`src/rtl/cpu_trace_emitter_pkg.sv`:
```
// Shared definitions for the CPU trace emitter.
// Holds the ASCII constants of the trace character protocol, the emitter FSM
// state type, record-kind encodings and small field helpers.
package cpu_trace_emitter_pkg;

  // ASCII characters of the trace format
  localparam logic [7:0] ChCaret  = 8'h5E;  // '^'
  localparam logic [7:0] ChAt     = 8'h40;  // '@'
  localparam logic [7:0] ChColon  = 8'h3A;  // ':'
  localparam logic [7:0] ChDollar = 8'h24;  // '$'
  localparam logic [7:0] ChStar   = 8'h2A;  // '*'
  localparam logic [7:0] ChLt     = 8'h3C;  // '<'
  localparam logic [7:0] ChEq     = 8'h3D;  // '='
  localparam logic [7:0] ChHash   = 8'h23;  // '#'
  localparam logic [7:0] ChZero   = 8'h30;  // '0'
  localparam logic [7:0] ChLowerA = 8'h61;  // 'a'
  localparam logic [7:0] ChUpperA = 8'h41;  // 'A'

  // Record kinds
  localparam logic KindReg = 1'b0;
  localparam logic KindMem = 1'b1;

  typedef enum logic [3:0] {
    StIdle,
    StCaret,
    StTime,
    StAt,
    StPc,
    StColon,
    StMark,
    StDest,
    StLt,
    StEq,
    StData,
    StHash
  } emit_state_e;

  // Selects nibble idx (0 = least significant) of a 32-bit word.
  function automatic logic [3:0] nib32(input logic [31:0] w, input logic [2:0] idx);
    return w[{idx, 2'b00} +: 4];
  endfunction

  // True when all four BCD digits are in 0..9.
  function automatic logic bcd_ok(input logic [15:0] t);
    logic ok;
    ok = 1'b1;
    for (int i = 0; i < 4; i++) begin
      if (t[i*4 +: 4] > 4'd9) ok = 1'b0;
    end
    return ok;
  endfunction

endpackage

```
`src/rtl/nibble_to_ascii.sv`:
```
// Combinational 4-bit value to ASCII hex digit.
// Ports:
//   nib   - input value 0..15
//   ascii - '0'..'9', then 'a'..'f' (or 'A'..'F' when HEX_UPPER = 1)
module nibble_to_ascii
  import cpu_trace_emitter_pkg::*;
#(
  parameter bit HEX_UPPER = 1'b0
) (
  input  logic [3:0] nib,
  output logic [7:0] ascii
);

  localparam logic [7:0] LetterBase = HEX_UPPER ? ChUpperA : ChLowerA;

  always_comb begin
    if (nib < 4'd10) begin
      ascii = ChZero + {4'h0, nib};
    end else begin
      ascii = LetterBase + {4'h0, nib} - 8'd10;
    end
  end

endmodule

```
`src/rtl/cpu_trace_emitter.sv`:
```
// CPU write-back trace emitter.
// Captures one commit record per rec_valid/rec_ready handshake and serialises it
// into the ASCII trace stream, one character per char_valid/char_ready beat:
//   register write: ^<time>@<pc>:$<reg><=<data>#
//   memory write:   ^<time>@<pc>:*<addr><=<data>#
// Ports:
//   clk, reset                - clock, synchronous active-low reset
//   rec_valid/rec_ready       - record handshake (ready only while idle)
//   rec_kind                  - 0 register write, 1 memory write
//   rec_time                  - 4-digit BCD timestamp
//   rec_pc, rec_reg, rec_addr, rec_data - record fields
//   char_valid/char_ready     - character handshake
//   char                      - ASCII character (8'h00 when not valid)
//   bad_bcd                   - one-cycle pulse when a record is rejected for bad BCD
module cpu_trace_emitter
  import cpu_trace_emitter_pkg::*;
#(
  parameter bit HEX_UPPER      = 1'b0,
  parameter bit SUPPRESS_ZEROS = 1'b1
) (
  input  logic        clk,
  input  logic        reset,
  input  logic        rec_valid,
  output logic        rec_ready,
  input  logic        rec_kind,
  input  logic [15:0] rec_time,
  input  logic [31:0] rec_pc,
  input  logic [4:0]  rec_reg,
  input  logic [31:0] rec_addr,
  input  logic [31:0] rec_data,
  output logic        char_valid,
  input  logic        char_ready,
  output logic [7:0]  char,
  output logic        bad_bcd
);

  emit_state_e state_q, state_d;
  logic [2:0]  cnt_q, cnt_d;
  logic        kind_q, kind_d;
  logic [15:0] time_q, time_d;
  logic [31:0] pc_q, pc_d;
  logic [4:0]  reg_q, reg_d;
  logic [31:0] addr_q, addr_d;
  logic [31:0] data_q, data_d;
  logic        bad_bcd_q, bad_bcd_d;

  logic        advance;
  logic [1:0]  tens;
  logic [4:0]  tens_sub;
  logic [3:0]  ones;
  logic [3:0]  digit_nib;
  logic [7:0]  digit_char;

  // Index of the first time digit to emit; leading zeros skipped when enabled,
  // but digit 0 is always emitted.
  function automatic logic [2:0] time_start(input logic [15:0] t);
    if (!SUPPRESS_ZEROS)       return 3'd3;
    else if (t[15:12] != 4'h0) return 3'd3;
    else if (t[11:8] != 4'h0)  return 3'd2;
    else if (t[7:4] != 4'h0)   return 3'd1;
    else                       return 3'd0;
  endfunction

  assign rec_ready  = (state_q == StIdle);
  assign char_valid = (state_q != StIdle);
  assign advance    = char_valid && char_ready;
  assign bad_bcd    = bad_bcd_q;

  // Decimal split of the register number by comparison, avoiding a divider.
  always_comb begin
    if (reg_q >= 5'd30) begin
      tens     = 2'd3;
      tens_sub = 5'd30;
    end else if (reg_q >= 5'd20) begin
      tens     = 2'd2;
      tens_sub = 5'd20;
    end else if (reg_q >= 5'd10) begin
      tens     = 2'd1;
      tens_sub = 5'd10;
    end else begin
      tens     = 2'd0;
      tens_sub = 5'd0;
    end
  end

  assign ones = 4'(reg_q - tens_sub);

  // Single digit path shared by every numeric field.
  always_comb begin
    digit_nib = 4'h0;
    unique case (state_q)
      StTime:  digit_nib = time_q[{cnt_q[1:0], 2'b00} +: 4];
      StPc:    digit_nib = nib32(pc_q, cnt_q);
      StDest: begin
        if (kind_q == KindMem) digit_nib = nib32(addr_q, cnt_q);
        else if (cnt_q[0])     digit_nib = {2'b00, tens};
        else                   digit_nib = ones;
      end
      StData:  digit_nib = nib32(data_q, cnt_q);
      default: digit_nib = 4'h0;
    endcase
  end

  nibble_to_ascii #(
    .HEX_UPPER(HEX_UPPER)
  ) u_nibble_to_ascii (
    .nib  (digit_nib),
    .ascii(digit_char)
  );

  always_comb begin
    char = 8'h00;
    unique case (state_q)
      StIdle:  char = 8'h00;
      StCaret: char = ChCaret;
      StTime,
      StPc,
      StDest,
      StData:  char = digit_char;
      StAt:    char = ChAt;
      StColon: char = ChColon;
      StMark:  char = (kind_q == KindMem) ? ChStar : ChDollar;
      StLt:    char = ChLt;
      StEq:    char = ChEq;
      StHash:  char = ChHash;
      default: char = 8'h00;
    endcase
  end

  always_comb begin
    state_d   = state_q;
    cnt_d     = cnt_q;
    kind_d    = kind_q;
    time_d    = time_q;
    pc_d      = pc_q;
    reg_d     = reg_q;
    addr_d    = addr_q;
    data_d    = data_q;
    bad_bcd_d = 1'b0;

    if (state_q == StIdle) begin
      if (rec_valid) begin
        if (!bcd_ok(rec_time)) begin
          bad_bcd_d = 1'b1;
        end else begin
          kind_d  = rec_kind;
          time_d  = rec_time;
          pc_d    = rec_pc;
          reg_d   = rec_reg;
          addr_d  = rec_addr;
          data_d  = rec_data;
          state_d = StCaret;
        end
      end
    end else if (advance) begin
      unique case (state_q)
        StCaret: begin
          state_d = StTime;
          cnt_d   = time_start(time_q);
        end
        StTime: begin
          if (cnt_q == 3'd0) state_d = StAt;
          else               cnt_d = cnt_q - 3'd1;
        end
        StAt: begin
          state_d = StPc;
          cnt_d   = 3'd7;
        end
        StPc: begin
          if (cnt_q == 3'd0) state_d = StColon;
          else               cnt_d = cnt_q - 3'd1;
        end
        StColon: state_d = StMark;
        StMark: begin
          state_d = StDest;
          // Memory: 8 hex digits; register: 2 digits only from 10 upward.
          if (kind_q == KindMem)   cnt_d = 3'd7;
          else if (reg_q >= 5'd10) cnt_d = 3'd1;
          else                     cnt_d = 3'd0;
        end
        StDest: begin
          if (cnt_q == 3'd0) state_d = StLt;
          else               cnt_d = cnt_q - 3'd1;
        end
        StLt: state_d = StEq;
        StEq: begin
          state_d = StData;
          cnt_d   = 3'd7;
        end
        StData: begin
          if (cnt_q == 3'd0) state_d = StHash;
          else               cnt_d = cnt_q - 3'd1;
        end
        StHash:  state_d = StIdle;
        default: state_d = StIdle;
      endcase
    end
  end

  always_ff @(posedge clk) begin
    if (!reset) begin
      state_q   <= StIdle;
      cnt_q     <= 3'd0;
      kind_q    <= KindReg;
      time_q    <= 16'h0000;
      pc_q      <= 32'h0;
      reg_q     <= 5'd0;
      addr_q    <= 32'h0;
      data_q    <= 32'h0;
      bad_bcd_q <= 1'b0;
    end else begin
      state_q   <= state_d;
      cnt_q     <= cnt_d;
      kind_q    <= kind_d;
      time_q    <= time_d;
      pc_q      <= pc_d;
      reg_q     <= reg_d;
      addr_q    <= addr_d;
      data_q    <= data_d;
      bad_bcd_q <= bad_bcd_d;
    end
  end

endmodule

```
`config.mk`:
```
export PLATFORM = sky130hd
export DESIGN_NAME = cpu_trace_emitter
export DESIGN_NICKNAME = d
export VERILOG_FILES = /design/src/rtl/cpu_trace_emitter_pkg.sv /design/src/rtl/nibble_to_ascii.sv /design/src/rtl/cpu_trace_emitter.sv
export SDC_FILE = /design/constraint.sdc
export NUM_CORES = 1
export LEC_CHECK = 0
export CORE_UTILIZATION = 45
export CTS_CLUSTER_DIAMETER = 40
export DETAILED_ROUTE_END_ITERATION = 10
export PLACE_DENSITY_LB_ADDON = 0.05
export SKIP_LAST_GASP = 1
export SYNTH_ARGS = -nofsm -noshare
export SYNTH_HDL_FRONTEND = slang
export SYNTH_HIERARCHICAL = 1
export SYNTH_SLANG_ARGS = --single-unit
```
`constraint.sdc`:
```
create_clock -name clk -period 6.3 [get_ports clk]
set_input_delay 0.945 -clock clk [delete_from_list [all_inputs] [get_ports clk]]
set_output_delay 0.945 -clock clk [all_outputs]
set_load 0.05 [all_outputs]
```
==> results.toml, run 1 <==
[clocking]
root_buffer = "clkbuf_16"
cts_buffers = 17
clock_latency_ns = 0.42
cts_tree = "built"
cts_hold_buf = 0
cts-htree-levels = 4
clk_pin_slew_ns = 0.05
clk_path_buf_depth = 2
cts.sinks = 126
cts_setup_buffers = 0
cts-resized-gates = 0

[sta]
worst_pin_slew_ns = 1.08
final-hold-violation-count = 0
period_share = 0.900
hold_ws_ns = 0.449
fmax_mhz = 176
setup_violations = 0
min_period_ns = 5.67
rsz0062_at_grt = "false"
finalClockSkew_ns = 0.00557
maxSlewViolCount = 0
tns_ns = 0
max-slew-margin-rel = 0.281

[die]
rows = 43
coreArea_mm2 = 0.0138
initial_core_util = 0.460
dieHeight_um = 121
die_x_um = 121
die_area_mm2 = 0.0146
io_pins = 133

[final_layout]
drive_above_1_share = 0.0804
fin_nets = 1023
layout_commonest_cell = "nand2_1"
syn_to_final_growth_pct = 29.8
mostFrequentLayoutCells = "nand2_1, clkdlybuf4s50_1, a21oi_1, dfxtp_1, o21ai_0"
nFillCells = 1279
diodes = 0
final_cell_area_mm2 = 0.00825

[power]
leakagePower_nw = 2.75
max-vdd-ir-drop_mv = 0.195
p_per_area_mw_per_mm2 = 259

[synthesis]
synth-edff-count = 0
synth-seq-cells = 126
syn_nets = 923
synth_area_leader_cell = "dfxtp_1"
syn_area_per_cell_um2 = 7.98
synth_top_area_frac = 0.397
ys.flop_type = "dfxtp_1"
ys_seq_area_frac = 0.397
ys_types = 68
netlist_area_mm2 = 0.00635
ys_warn_count = 6
ys_top_cells_by_area = "dfxtp_1, nand2_1, a21oi_1, mux4_2, mux4_1"
async_flop_share = 0
syn_inst = 796

[routing]
wl_per_cell_um = 16.0
antenna_left = 0
via_per_inst = 5.43
dr.pass1.iters = 7
num_vias = 5904
drt_wl_total_um = 17400
drc = 0
drtIter0Drc = 289

[place]
gp_congestion = 0.903
dp_hpwl_um = 12300
io_buffers = 131
post_dp_cell_area_mm2 = 0.00766

[critical_path]
cp-end-kind = "output port"
cp-start-kind = "flop"
cp_max_fo = 6
crit_type = "flop to output port"
worst_ep_arrival_time_ns = 4.72
critPathRequiredTime_ns = 5.35

[global_routing]
grt_pass1_wl_um = 28100
grt_overflow = 0
grt_pass1_vias = 5663
grtUsageTotal = 0.250
antenna_found_initial = 0
grt_max_degree = 80

[job]
drv_cap = 0

[status]
status = "complete, no violations"

[hold_path]
worstHoldPathType = "flop to flop"
-- kinds of logic (layout without fill, tap and decap cells) --
| logic type | after synthesis | after routing | share of synthesized area |
|---|---|---|---|
| flops | 126 | 126 | 0.397 |
| xor+xnor | 4 | 4 | 0.00551 |
| fa+ha+maj | 6 | 6 | 0.0128 |
| buf+inv | 76 | 188 | 0.0599 |
| other cells | 2 | 2 | 0.00118 |
| simple gates | 341 | 341 | 0.228 |
| compound gates | 200 | 200 | 0.185 |
| mux | 41 | 41 | 0.111 |
-- report_power, final --
part           internal, mW  switching [mW]
clock network         0.602           0.364
logic                 0.151           0.163
registers             0.826          0.0300
total                  1.58           0.557
-- path summary, 6_finish.rpt --
path                            startpoint        end  slack, ns  depth (start not counted)
worst max register to register  state_q[0]  data_q[2]       3.57                          9
worst min-delay path              pc_q[23]   pc_q[23]       0.45                          2
worst min register to register    pc_q[23]   pc_q[23]       0.45                          2
worst max-delay path              reg_q[4]    char[2]       0.63                         15
-- cell usage after synthesis, drive strengths merged (3+ instances only) --
cell	n
nand3	5
a211oi	5
inv	13
clkbuf	28
dfxtp	126
xnor2	4
o2bb2ai	4
nor2b	11
and2	4
o22ai	5
o21a	4
nand4	3
a21oi	130
mux4	21
nor4	4
nor3	5
nand2	266
mux2i	17
buf	33
nor3b	6
nand2b	8
ha	4
mux2	3
nor2	19
a22oi	6
o21ai	19
-- final cells by class --
class                           instances  area, um2  share of cell area
Multi-Input combinational cell        594       3450               0.419
Sequential cell                       126       2520               0.306
Timing Repair Buffer                  142       1390               0.169
Clock buffer                           19        453              0.0549
Tap cell                              180        225              0.0273
Clock inverter                         12        140              0.0170
Inverter                               15       60.1             0.00728
-- worst max-delay path, stage by stage (launching register included) --
cell and delay, ns:
dfxtp_1 0.40, inv_1 0.07, maj3_2 0.30, a22oi_1 0.27, inv_1 0.08, ha_1 0.20
fa_1 0.37, xnor2_1 0.15, xnor2_1 0.13, o311ai_1 0.60, nand2_1 0.12, mux2_1 0.25
nand2_1 0.07, o22a_1 0.20, o21ai_0 0.23, clkdlybuf4s50_1 0.85
-- flip-flops by register name (all words and copies together) (netlist names) --
| name | count |
|---|---|
| time_q | 16 |
| data_q | 32 |
| cnt_q | 3 |
| state_q | 4 |
| pc_q | 32 |
| reg_q | 5 |
| kind_q | 1 |
| addr_q | 32 |
| bad_bcd | 1 |
-- per-stage QoR --
| stage | setup WS, ns | utilization | cells | total power [mW] |
|---|---|---|---|---|
| finish | 0.631 | 0.597 | 1088 | 2.14 |
| CTS | 0.662 | 0.597 | 1088 | 2.16 |
| floorplan | 1.39 | - | 796 | 1.05 |
| global route | 0.311 | 0.597 | 1088 | 2.22 |
| global placement | 1.23 | 0.554 | 1057 | 1.18 |
| detailed placement | 1.12 | 0.554 | 1057 | 1.19 |
-- per-layer routing --
layer	GRT usage	wire length (um)	up-vias	part of all wire
li1	-	-	2940	-
met1	0.321	7730	2799	0.45
met2	0.415	8640	152	0.50
met3	0.0599	760	13	0.044
met4	0.0733	221	0	0.013
met5	0	0	-	0
(Power assumes the default switching activity.)
==> run 2: changes to the inputs <==
Settings changed: CTS_BUF_LIST set to sky130_fd_sc_hd__clkbuf_16.
==> run 2 against run 1 <==
  * Global-route usage down 0.11 points
  * Sequential power about the same
  * First-iteration DRC count up 3.1%
  * Cell area down 0.24%
  * Die area unchanged
  * Maximum frequency down 0.15%
  * Non-clock buffer count unchanged
  * Clock skew down 0.00065 ns
  * Power down 1.3%
==> results.toml, run 2 (synthesis gave the netlist of run 1 again) <==
[status]
status = "complete, no violations"

[die]
dieHeight_um = 121
rows = 43
initial_core_util = 0.460
die_area_mm2 = 0.0146
io_pins = 133
die_x_um = 121
coreArea_mm2 = 0.0138

[routing]
drt_wl_total_um = 17300
via_per_inst = 5.40
dr.pass1.iters = 6
antenna_left = 0
num_vias = 5880
wl_per_cell_um = 15.9
drtIter0Drc = 298
drc = 0

[job]
drv_cap = 0

[sta]
min_period_ns = 5.68
tns_ns = 0
final-hold-violation-count = 0
rsz0062_at_grt = "false"
maxSlewViolCount = 0
fmax_mhz = 176
worst_pin_slew_ns = 1.08
period_share = 0.901
setup_violations = 0
max-slew-margin-rel = 0.281
finalClockSkew_ns = 0.00492

[global_routing]
grt_pass1_wl_um = 28000
grt_overflow = 0
grtUsageTotal = 0.249
grt_max_degree = 80
antenna_found_initial = 0
grt_pass1_vias = 5641

[clocking]
cts_tree = "built"
root_buffer = "clkbuf_16"
cts-htree-levels = 4
clk_path_buf_depth = 2
cts_buffers = 17
cts_setup_buffers = 0
clk_pin_slew_ns = 0.05
clock_latency_ns = 0.42
cts_hold_buf = 0
cts-resized-gates = 0
cts.sinks = 126

[power]
p_per_area_mw_per_mm2 = 256
leakagePower_nw = 2.74
max-vdd-ir-drop_mv = 0.195

[place]
io_buffers = 131
dp_hpwl_um = 12300
gp_congestion = 0.903

[final_layout]
final_core_util = 0.595
syn_to_final_growth_pct = 29.5
drive_above_1_share = 0.0782
reg.largest.list = "addr_q x32, data_q x32, pc_q x32"
fin_nets = 1023
layout_commonest_cell = "nand2_1"
mostFrequentLayoutCells = "nand2_1, clkdlybuf4s50_1, a21oi_1, dfxtp_1, o21ai_0"
diodes = 0

[critical_path]
cp_max_fo = 6
cp-start-kind = "flop"
cp-end-kind = "output port"
worst_ep_arrival_time_ns = 4.73
max_stage_delay_ns = 0.85
crit_chain = "inv_1 -> maj3_2 -> a22oi_1 -> inv_1 -> ha_1 -> fa_1 -> xnor2_1 -> xnor2_1 -> o311ai_1 -> nand2_1 -> mux2_1 -> nand2_1 -> o22a_1 -> o21ai_0 -> clkdlybuf4s50_1"
critPathRequiredTime_ns = 5.35
critPathSlowestCell = "clkdlybuf4s50_1"
r2r_slack_ns = 3.62
crit_type = "flop to output port"

[hold_path]
worstHoldPathType = "flop to flop"
## run 2: cell types whose count changed in the layout (fill, tap and decap cells not counted)
cell	previous run	this run
clkinv_1	1	3
clkbuf_8	2	0
## run 2: final timing paths
kind / startpoint / endpoint / cells past startpoint
min reg2reg: addr_q[23] / addr_q[23] / 2
max: reg_q[4] / char[2] / 15
max reg2reg: state_q[0] / data_q[2] / 9
min: addr_q[23] / addr_q[23] / 2
## run 2: critical path: cells and delay by family, from the launching register on
| family | cells | cell delay, ns |
|---|---|---|
| fa+ha+maj | 3 | 0.87 |
| compound gates | 4 | 1.30 |
| xor+xnor | 2 | 0.28 |
| simple gates | 2 | 0.19 |
| flops | 1 | 0.40 |
| mux | 1 | 0.25 |
| buf+inv | 3 | 1.00 |
## run 2: area by class of cell
cell class,instances,area [um2]
clock inverters,14,148
well taps,180,225
multi-input cells,594,3450
fillers,1278,5600
repair buffers,142,1390
flip-flops and latches,126,2520
inverters,15,60.1
clock buffers,17,425
## run 2: routing by layer
metal / global-route usage / routed length, um / vias up
met5: 0 / 0 / -
met3: 0.0599 / 709 / 13
met2: 0.410 / 8570 / 136
met4: 0.0733 / 223 / 0
li1: - / - / 2943
met1: 0.321 / 7820 / 2788
## run 2: report_power, final
group	internal (mW)	switching [mW]	total (mW)
clock network	0.578	0.362	0.940
logic	0.151	0.163	0.313
registers	0.826	0.0300	0.856
## run 2: per-stage QoR
stage                     power (mW)  instances  instance area, um2  hold slack, ns  setup slack (ns)
after floorplan                 1.05        796                6350           0.432              1.39
after global placement          1.18       1057                7660           0.439              1.23
after detailed placement        1.19       1057                7660           0.442              1.12
after CTS                       2.13       1088                8230           0.450             0.662
after global routing            2.20       1088                8230           0.467             0.311
final                           2.11       1088                8230           0.449             0.622
==> run 3: changes to the inputs <==
Settings changed: SKIP_CTS_REPAIR_TIMING set to 1.
==> results of run 3 <==
The final DEF is identical to that of run 2; final timing and power are the same.
